<file path="src/rtl/pc_fetch_unit.sv">
// F-stage fetch PC owner: reset boot, exception/ERET redirection, stall hold,
// delay-slot tagging, fetch-side AdEL detection and a fetch advance counter.
module pc_fetch_unit #(
  parameter logic [31:0] RESET_PC  = 32'h0000_3000,
  parameter logic [31:0] EXC_ENTRY = 32'h0000_4180,
  parameter logic [31:0] IMEM_LO   = 32'h0000_3000,
  parameter logic [31:0] IMEM_HI   = 32'h0000_6ffc
) (
  input  logic        clk,
  input  logic        reset,
  input  logic [31:0] next_pc,
  input  logic        stall,
  input  logic        ctrl_xfer_D,
  input  logic        exc_req,
  input  logic        eret_req,
  input  logic [31:0] epc,
  output logic [31:0] pc_F,
  output logic        valid_F,
  output logic        bd_F,
  output logic        exc_F,
  output logic [4:0]  exccode_F,
  output logic [31:0] fetch_cnt
);

  localparam int unsigned XLEN = 32;
  localparam int unsigned ECW  = 5;
  localparam logic [ECW-1:0] EXC_ADEL = ECW'(4);

  typedef enum logic [1:0] {
    ST_BOOT = 2'd0,
    ST_RUN  = 2'd1,
    ST_KILL = 2'd2
  } state_t;

  state_t            state_q, state_d;
  logic [XLEN-1:0]   pc_q, pc_d;
  logic              valid_q, valid_d;
  logic              bd_q, bd_d;
  logic [XLEN-1:0]   cnt_q, cnt_d;

  // State and fetch registers; reset overrides everything.
  always_ff @(posedge clk) begin
    if (!reset) begin
      state_q <= ST_BOOT;
      pc_q    <= RESET_PC;
      valid_q <= 1'b0;
      bd_q    <= 1'b0;
      cnt_q   <= '0;
    end else begin
      state_q <= state_d;
      pc_q    <= pc_d;
      valid_q <= valid_d;
      bd_q    <= bd_d;
      cnt_q   <= cnt_d;
    end
  end

  // Next-state and redirect selection: exc > eret (RUN only) > stall > normal.
  always_comb begin
    state_d = state_q;
    pc_d    = pc_q;
    valid_d = valid_q;
    bd_d    = bd_q;
    cnt_d   = cnt_q;
    case (state_q)
      ST_BOOT: begin
        state_d = ST_RUN;
        valid_d = 1'b1;
      end
      ST_RUN, ST_KILL: begin
        state_d = ST_RUN;
        if (exc_req) begin
          pc_d    = EXC_ENTRY;
          valid_d = 1'b1;
          bd_d    = 1'b0;
          cnt_d   = cnt_q + XLEN'(1);
        end else if (eret_req && (state_q == ST_RUN)) begin
          state_d = ST_KILL;
          pc_d    = epc;
          valid_d = 1'b1;
          bd_d    = 1'b0;
          cnt_d   = cnt_q + XLEN'(1);
        end else if (!stall) begin
          pc_d    = next_pc;
          valid_d = 1'b1;
          bd_d    = ctrl_xfer_D;
          cnt_d   = cnt_q + XLEN'(1);
        end
      end
      default: state_d = ST_BOOT;
    endcase
  end

  assign pc_F      = pc_q;
  assign valid_F   = valid_q;
  assign bd_F      = bd_q;
  assign fetch_cnt = cnt_q;

  // AdEL: misaligned or outside the instruction memory window.
  assign exc_F     = valid_q & ((|pc_q[1:0]) | (pc_q < IMEM_LO) | (pc_q > IMEM_HI));
  assign exccode_F = exc_F ? EXC_ADEL : ECW'(0);

endmodule

</file>
<file path="config.mk">
export PLATFORM = sky130hd
export DESIGN_NAME = pc_fetch_unit
export DESIGN_NICKNAME = d
export VERILOG_FILES = /design/src/rtl/pc_fetch_unit.sv
export SDC_FILE = /design/constraint.sdc
export NUM_CORES = 1
export LEC_CHECK = 0
export ABC_AREA = 1
export CAP_MARGIN = 20
export CORE_MARGIN = 2
export CORE_UTILIZATION = 57
export DETAILED_ROUTE_END_ITERATION = 6
export DONT_BUFFER_PORTS = 1
export GPL_TIMING_DRIVEN = 0
export MAX_ROUTING_LAYER = met4
export PLACE_DENSITY_LB_ADDON = 0.15
export SKIP_LAST_GASP = 1
export SYNTH_ARGS = -nofsm -noshare
export SYNTH_HDL_FRONTEND = slang
export SYNTH_SLANG_ARGS = --single-unit
</file>
<file path="constraint.sdc">
create_clock -name clk -period 1.4 [get_ports clk]
set_input_delay 0.28 -clock clk [delete_from_list [all_inputs] [get_ports clk]]
set_output_delay 0.28 -clock clk [all_outputs]
set_load 0.005 [all_outputs]
</file>
==> impl_metrics.prom <==
# TYPE chip_impl_metric gauge
chip_impl_metric{name="routed-via-count",unit=""} 3879
chip_impl_metric{name="final_critical_path_setup_slack",unit="ns"} -0.386
chip_impl_metric{name="dpl.hpwl",unit="um"} 6780
chip_impl_metric{name="grt_max_degree",unit=""} 13
chip_impl_metric{name="final_layout_size_suffix_gt1_share",unit="%"} 36.7
chip_impl_metric{name="gp_congestion",unit=""} 0.881
chip_impl_metric{name="first_global_vias",unit=""} 3444
chip_impl_metric{name="clockBufferDepth",unit=""} 2
chip_impl_metric{name="number_of_cells_in_the_design_after_placement",unit=""} 612
chip_impl_metric{name="post_drt_wl_per_cell",unit="um"} 18.9
chip_impl_metric{name="gr-usage-all-layers",unit="%"} 32.3
chip_impl_metric{name="layout.cells.non_filler",unit=""} 663
chip_impl_metric{name="overflow",unit=""} 0
chip_impl_info{name="rsz0062_at_grt",value="true"} 1
chip_impl_metric{name="switchingPower",unit="mW"} 1.43
chip_impl_metric{name="sequential_area_share_after_synthesis",unit="%"} 38.6
chip_impl_metric{name="via_per_inst",unit=""} 5.85
chip_impl_metric{name="timing.critical_path.arrival",unit="ns"} 1.51
chip_impl_info{name="cp-startpoint",value="pc_F[22]"} 1
chip_impl_info{name="outcome",value="finished, violations left"} 1
chip_impl_metric{name="antenna_left",unit=""} 0
chip_impl_metric{name="post_dp_cell_area",unit="mm2"} 0.00369
chip_impl_metric{name="io_pins",unit=""} 142
chip_impl_metric{name="pwr_cell_area",unit="mW/mm2"} 964
chip_impl_metric{name="hold-worst-slack",unit="ns"} 0.0268
chip_impl_metric{name="setup.reg_to_reg.worst_slack",unit="ns"} -0.35
chip_impl_metric{name="switching_part_of_the_total_power",unit="%"} 29.1
chip_impl_info{name="synth_largest_area_cell",value="sky130_fd_sc_hd__dfxtp_1"} 1
chip_impl_metric{name="cts_inserted_buffers",unit=""} 9
chip_impl_metric{name="numClockSinks",unit=""} 68
chip_impl_info{name="synth.most_common_cell",value="sky130_fd_sc_hd__nand2_1"} 1
chip_impl_info{name="critPathLaunchType",value="flop"} 1
chip_impl_info{name="rr_endpoint",value="pc_F[27]"} 1
chip_impl_metric{name="worstSkewPairLatency",unit="ns"} 0.35
chip_impl_metric{name="synth.top_cell.area_share",unit="%"} 38.6
chip_impl_metric{name="post_synth_inst_count",unit=""} 534
chip_impl_metric{name="core.rowCount",unit=""} 28
chip_impl_info{name="critPathTopFamily",value="flip-flops"} 1
chip_impl_metric{name="min_period_over_period",unit="%"} 128
chip_impl_metric{name="nFillCells",unit=""} 306
chip_impl_metric{name="worst-path-buf-inv",unit=""} 1
chip_impl_metric{name="min_period",unit="ns"} 1.79
chip_impl_info{name="synth_commonest_cells",value="sky130_fd_sc_hd__nand2_1 (133), sky130_fd_sc_hd__nor2_1 (94), sky130_fd_sc_hd__dfxtp_1 (68)"} 1
chip_impl_metric{name="ctsHtreeMaxLevel",unit=""} 3
chip_impl_metric{name="floorplan.initialDensity",unit="%"} 59.3
chip_impl_metric{name="cp_slowest_stage_delay",unit="ns"} 0.36
chip_impl_metric{name="power.share.sequential",unit="%"} 42.7
chip_impl_metric{name="grt_pass1_wl",unit="um"} 16100
chip_impl_metric{name="vdd_drop_max",unit="mV"} 0.843
chip_impl_info{name="timing.critical_path.slowest_stage_cell",value="sky130_fd_sc_hd__dfxtp_1"} 1
chip_impl_metric{name="ff2ff_path_depth",unit=""} 12
chip_impl_metric{name="slew-limit-headroom",unit="%"} 46.5
chip_impl_metric{name="report.final.setup_viol",unit=""} 69
chip_impl_info{name="violations",value="negative setup slack"} 1
chip_impl_metric{name="clk_pin_slew",unit="ns"} 0.08
chip_impl_metric{name="floorplan.core_area",unit="mm2"} 0.00596
chip_impl_metric{name="final_total_power",unit="mW"} 4.92
chip_impl_metric{name="post_syn_area_per_cell",unit="um2"} 6.61
chip_impl_metric{name="async_flop_share",unit="%"} 0
chip_impl_info{name="synth.area.top_cells",value="sky130_fd_sc_hd__dfxtp_1 (39%), sky130_fd_sc_hd__nand2_1 (14%), sky130_fd_sc_hd__nor2_1 (10%), sky130_fd_sc_hd__a21oi_1 (8.1%), sky130_fd_sc_hd__inv_1 (6.0%)"} 1
chip_impl_metric{name="dieWidth",unit="um"} 82.7
chip_impl_metric{name="syn-cell-area",unit="mm2"} 0.00353
chip_impl_metric{name="port-buffer-count",unit=""} 0
chip_impl_info{name="cell_at_the_root_of_the_clock_tree",value="sky130_fd_sc_hd__clkbuf_8"} 1
chip_impl_metric{name="comb_power_share",unit="%"} 18.9
chip_impl_metric{name="cap_viol_max_count",unit=""} 0
chip_impl_info{name="critical_path.cell_chain",value="nor2_2, nand4_1, o31a_1, buf_4"} 1
chip_impl_metric{name="maxClockFrequency",unit="MHz"} 560
chip_impl_metric{name="internal_power",unit="mW"} 3.49
chip_impl_info{name="worst_setup_path_end",value="exccode_F[2]"} 1
chip_impl_metric{name="total_stage_count_of_the_critical_path",unit=""} 4
chip_impl_info{name="tritoncts_clock_tree",value="done"} 1
chip_impl_metric{name="cp.required",unit="ns"} 1.12
chip_impl_metric{name="worstPathMaxFanout",unit=""} 3
chip_impl_metric{name="num_antenna_cells",unit=""} 0
chip_impl_metric{name="nets",unit=""} 657
chip_impl_metric{name="synth-edff-count",unit=""} 0
chip_impl_metric{name="worst-slew-pin-transition",unit="ns"} 0.803
chip_impl_metric{name="totalWireLength",unit="um"} 12500
chip_impl_metric{name="die-height",unit="um"} 82.7
chip_impl_info{name="r2r_start",value="state_q[1]"} 1
chip_impl_metric{name="drv_slew",unit=""} 0
chip_impl_metric{name="finish.utilization",unit="%"} 85.7
chip_impl_metric{name="initial_drc_count",unit=""} 249
chip_impl_info{name="critPathCaptureType",value="output pin"} 1
chip_impl_info{name="synthFlopType",value="sky130_fd_sc_hd__dfxtp_1"} 1
chip_impl_metric{name="ff_latch_count_synth",unit=""} 68
chip_impl_metric{name="grt_antenna_before_repair",unit=""} 0
chip_impl_metric{name="drc",unit=""} 0
chip_impl_info{name="hold_path_class",value="in -> reg"} 1
chip_impl_metric{name="layout.cell_area.non_filler",unit="mm2"} 0.00510
chip_impl_metric{name="finClkSkew",unit="ns"} 0.00891
chip_impl_info{name="setup.worst_path.class",value="reg -> out"} 1
chip_impl_metric{name="design.die.area",unit="mm2"} 0.00684
chip_impl_metric{name="clock_power_share",unit="%"} 38.3
chip_impl_metric{name="hold_violations",unit=""} 0
chip_impl_metric{name="drt-pass1-iter-count",unit=""} 5
chip_impl_metric{name="netlist-cell-type-count",unit=""} 35
chip_impl_metric{name="yosysWarningCount",unit=""} 0
chip_impl_metric{name="area.growth.synth_to_final",unit="%"} 44.5
chip_impl_metric{name="total_leakage_power",unit="nW"} 2.02
[layout make-up]
type	instances	area (um2)	area share, %
Clock inverter	6	87.6	1.72
Multi-Input combinational cell	387	2460	48.2
Clock buffer	10	138	2.70
Timing Repair Buffer	37	457	8.95
Buffer	22	238	4.66
Sequential cell	68	1390	27.3
Tap cell	75	93.8	1.84
Inverter	58	238	4.66
[worst min path at each step]
stage                 start            to  slack, ns  cells past startpoint
detailed placement    reset       pc_F[8]       0.43                      2
CTS                 epc[14]      pc_F[14]       0.07                      2
floorplan             reset      pc_F[14]       0.42                      2
global route          reset      pc_F[14]       0.03                      2
global placement      reset  fetch_cnt[0]       0.42                      2
finish                reset      pc_F[14]       0.03                      2
[worst register-to-register path, stage by stage (launching register included)]
cell and delay, ns:
sky130_fd_sc_hd__dfxtp_2 0.36, sky130_fd_sc_hd__inv_4 0.05, sky130_fd_sc_hd__ha_4 0.17, sky130_fd_sc_hd__nand2_8 0.07
sky130_fd_sc_hd__nand3_4 0.14, sky130_fd_sc_hd__nand2_8 0.14, sky130_fd_sc_hd__nor2_4 0.05, sky130_fd_sc_hd__inv_2 0.08
sky130_fd_sc_hd__buf_8 0.15, sky130_fd_sc_hd__buf_12 0.13, sky130_fd_sc_hd__a21oi_2 0.04, sky130_fd_sc_hd__a21oi_1 0.17
sky130_fd_sc_hd__nor2_1 0.07
[power by group through the flow]
stage	clock network [mW]	logic [mW]	registers (mW)
2_1_floorplan	0	0.374	2.10
3_3_place_gp	0	0.454	2.12
3_5_place_dp	0	0.467	2.12
4_1_cts	1.84	0.715	2.08
5_1_grt	1.94	0.981	2.11
6_report	1.89	0.932	2.10
[state kept, by name (all words and copies together) (netlist names)]
name       count
state_q        2
pc_F          32
fetch_cnt     32
valid_F        1
bd_F           1
[metrics by stage]
step / setup TNS [ns] / setup WS (ns)
6_report: -15.13 / -0.386
5_1_grt: -19.61 / -0.449
4_1_cts: -9.06 / -0.364
3_5_place_dp: -12.31 / -0.334
3_3_place_gp: -10.95 / -0.276
2_1_floorplan: -1.12 / -0.0811
[cells by family after synthesis]
kind of cell / Yosys count / synth area share (%)
and+or+nand+nor: 284 / 34.0
other: 1 / 0.106
xor gates and xnor gates: 4 / 0.992
buffers and inverters: 82 / 10.3
adders and majority gates: 4 / 1.42
AOI/OAI and AO/OA: 91 / 14.7
DFF: 68 / 38.6
[layout by cell type (no fill, tap or decap), types with 7 or more instances in the layout]
master and n:
sky130_fd_sc_hd__inv_1 51, sky130_fd_sc_hd__nand2_2 18, sky130_fd_sc_hd__a21oi_2 33, sky130_fd_sc_hd__buf_6 20
sky130_fd_sc_hd__a21oi_4 12, sky130_fd_sc_hd__a21oi_1 22, sky130_fd_sc_hd__buf_4 17, sky130_fd_sc_hd__nor2_2 9
sky130_fd_sc_hd__o21ai_2 7, sky130_fd_sc_hd__clkbuf_8 11, sky130_fd_sc_hd__nand2_1 110, sky130_fd_sc_hd__dfxtp_1 50
sky130_fd_sc_hd__dfxtp_2 15, sky130_fd_sc_hd__nand3_1 13, sky130_fd_sc_hd__nor2_1 78, sky130_fd_sc_hd__nand4_1 16
sky130_fd_sc_hd__nor2_4 11
[repair_timing]
item,in CTS,in global routing
pin swaps,27,31
endpoints found under the hold margin,0,0
resized for setup,123,114
hold buffers,0,0
setup endpoints to repair,67,70
cloned,4,3
setup buffers,25,11
[metal layers]
layer | vias up | wire length (um) | part of all wire, % | GRT usage (%)
met3 | 51 | 949 | 7.6 | 6.85
met4 | 0 | 509 | 4.1 | 13.1
li1 | 1805 | - | - | -
met1 | 1819 | 4520 | 36 | 35.6
met2 | 204 | 6550 | 52 | 56.6
met5 | - | 0 | 0 | -
(Power assumes the default switching activity.)
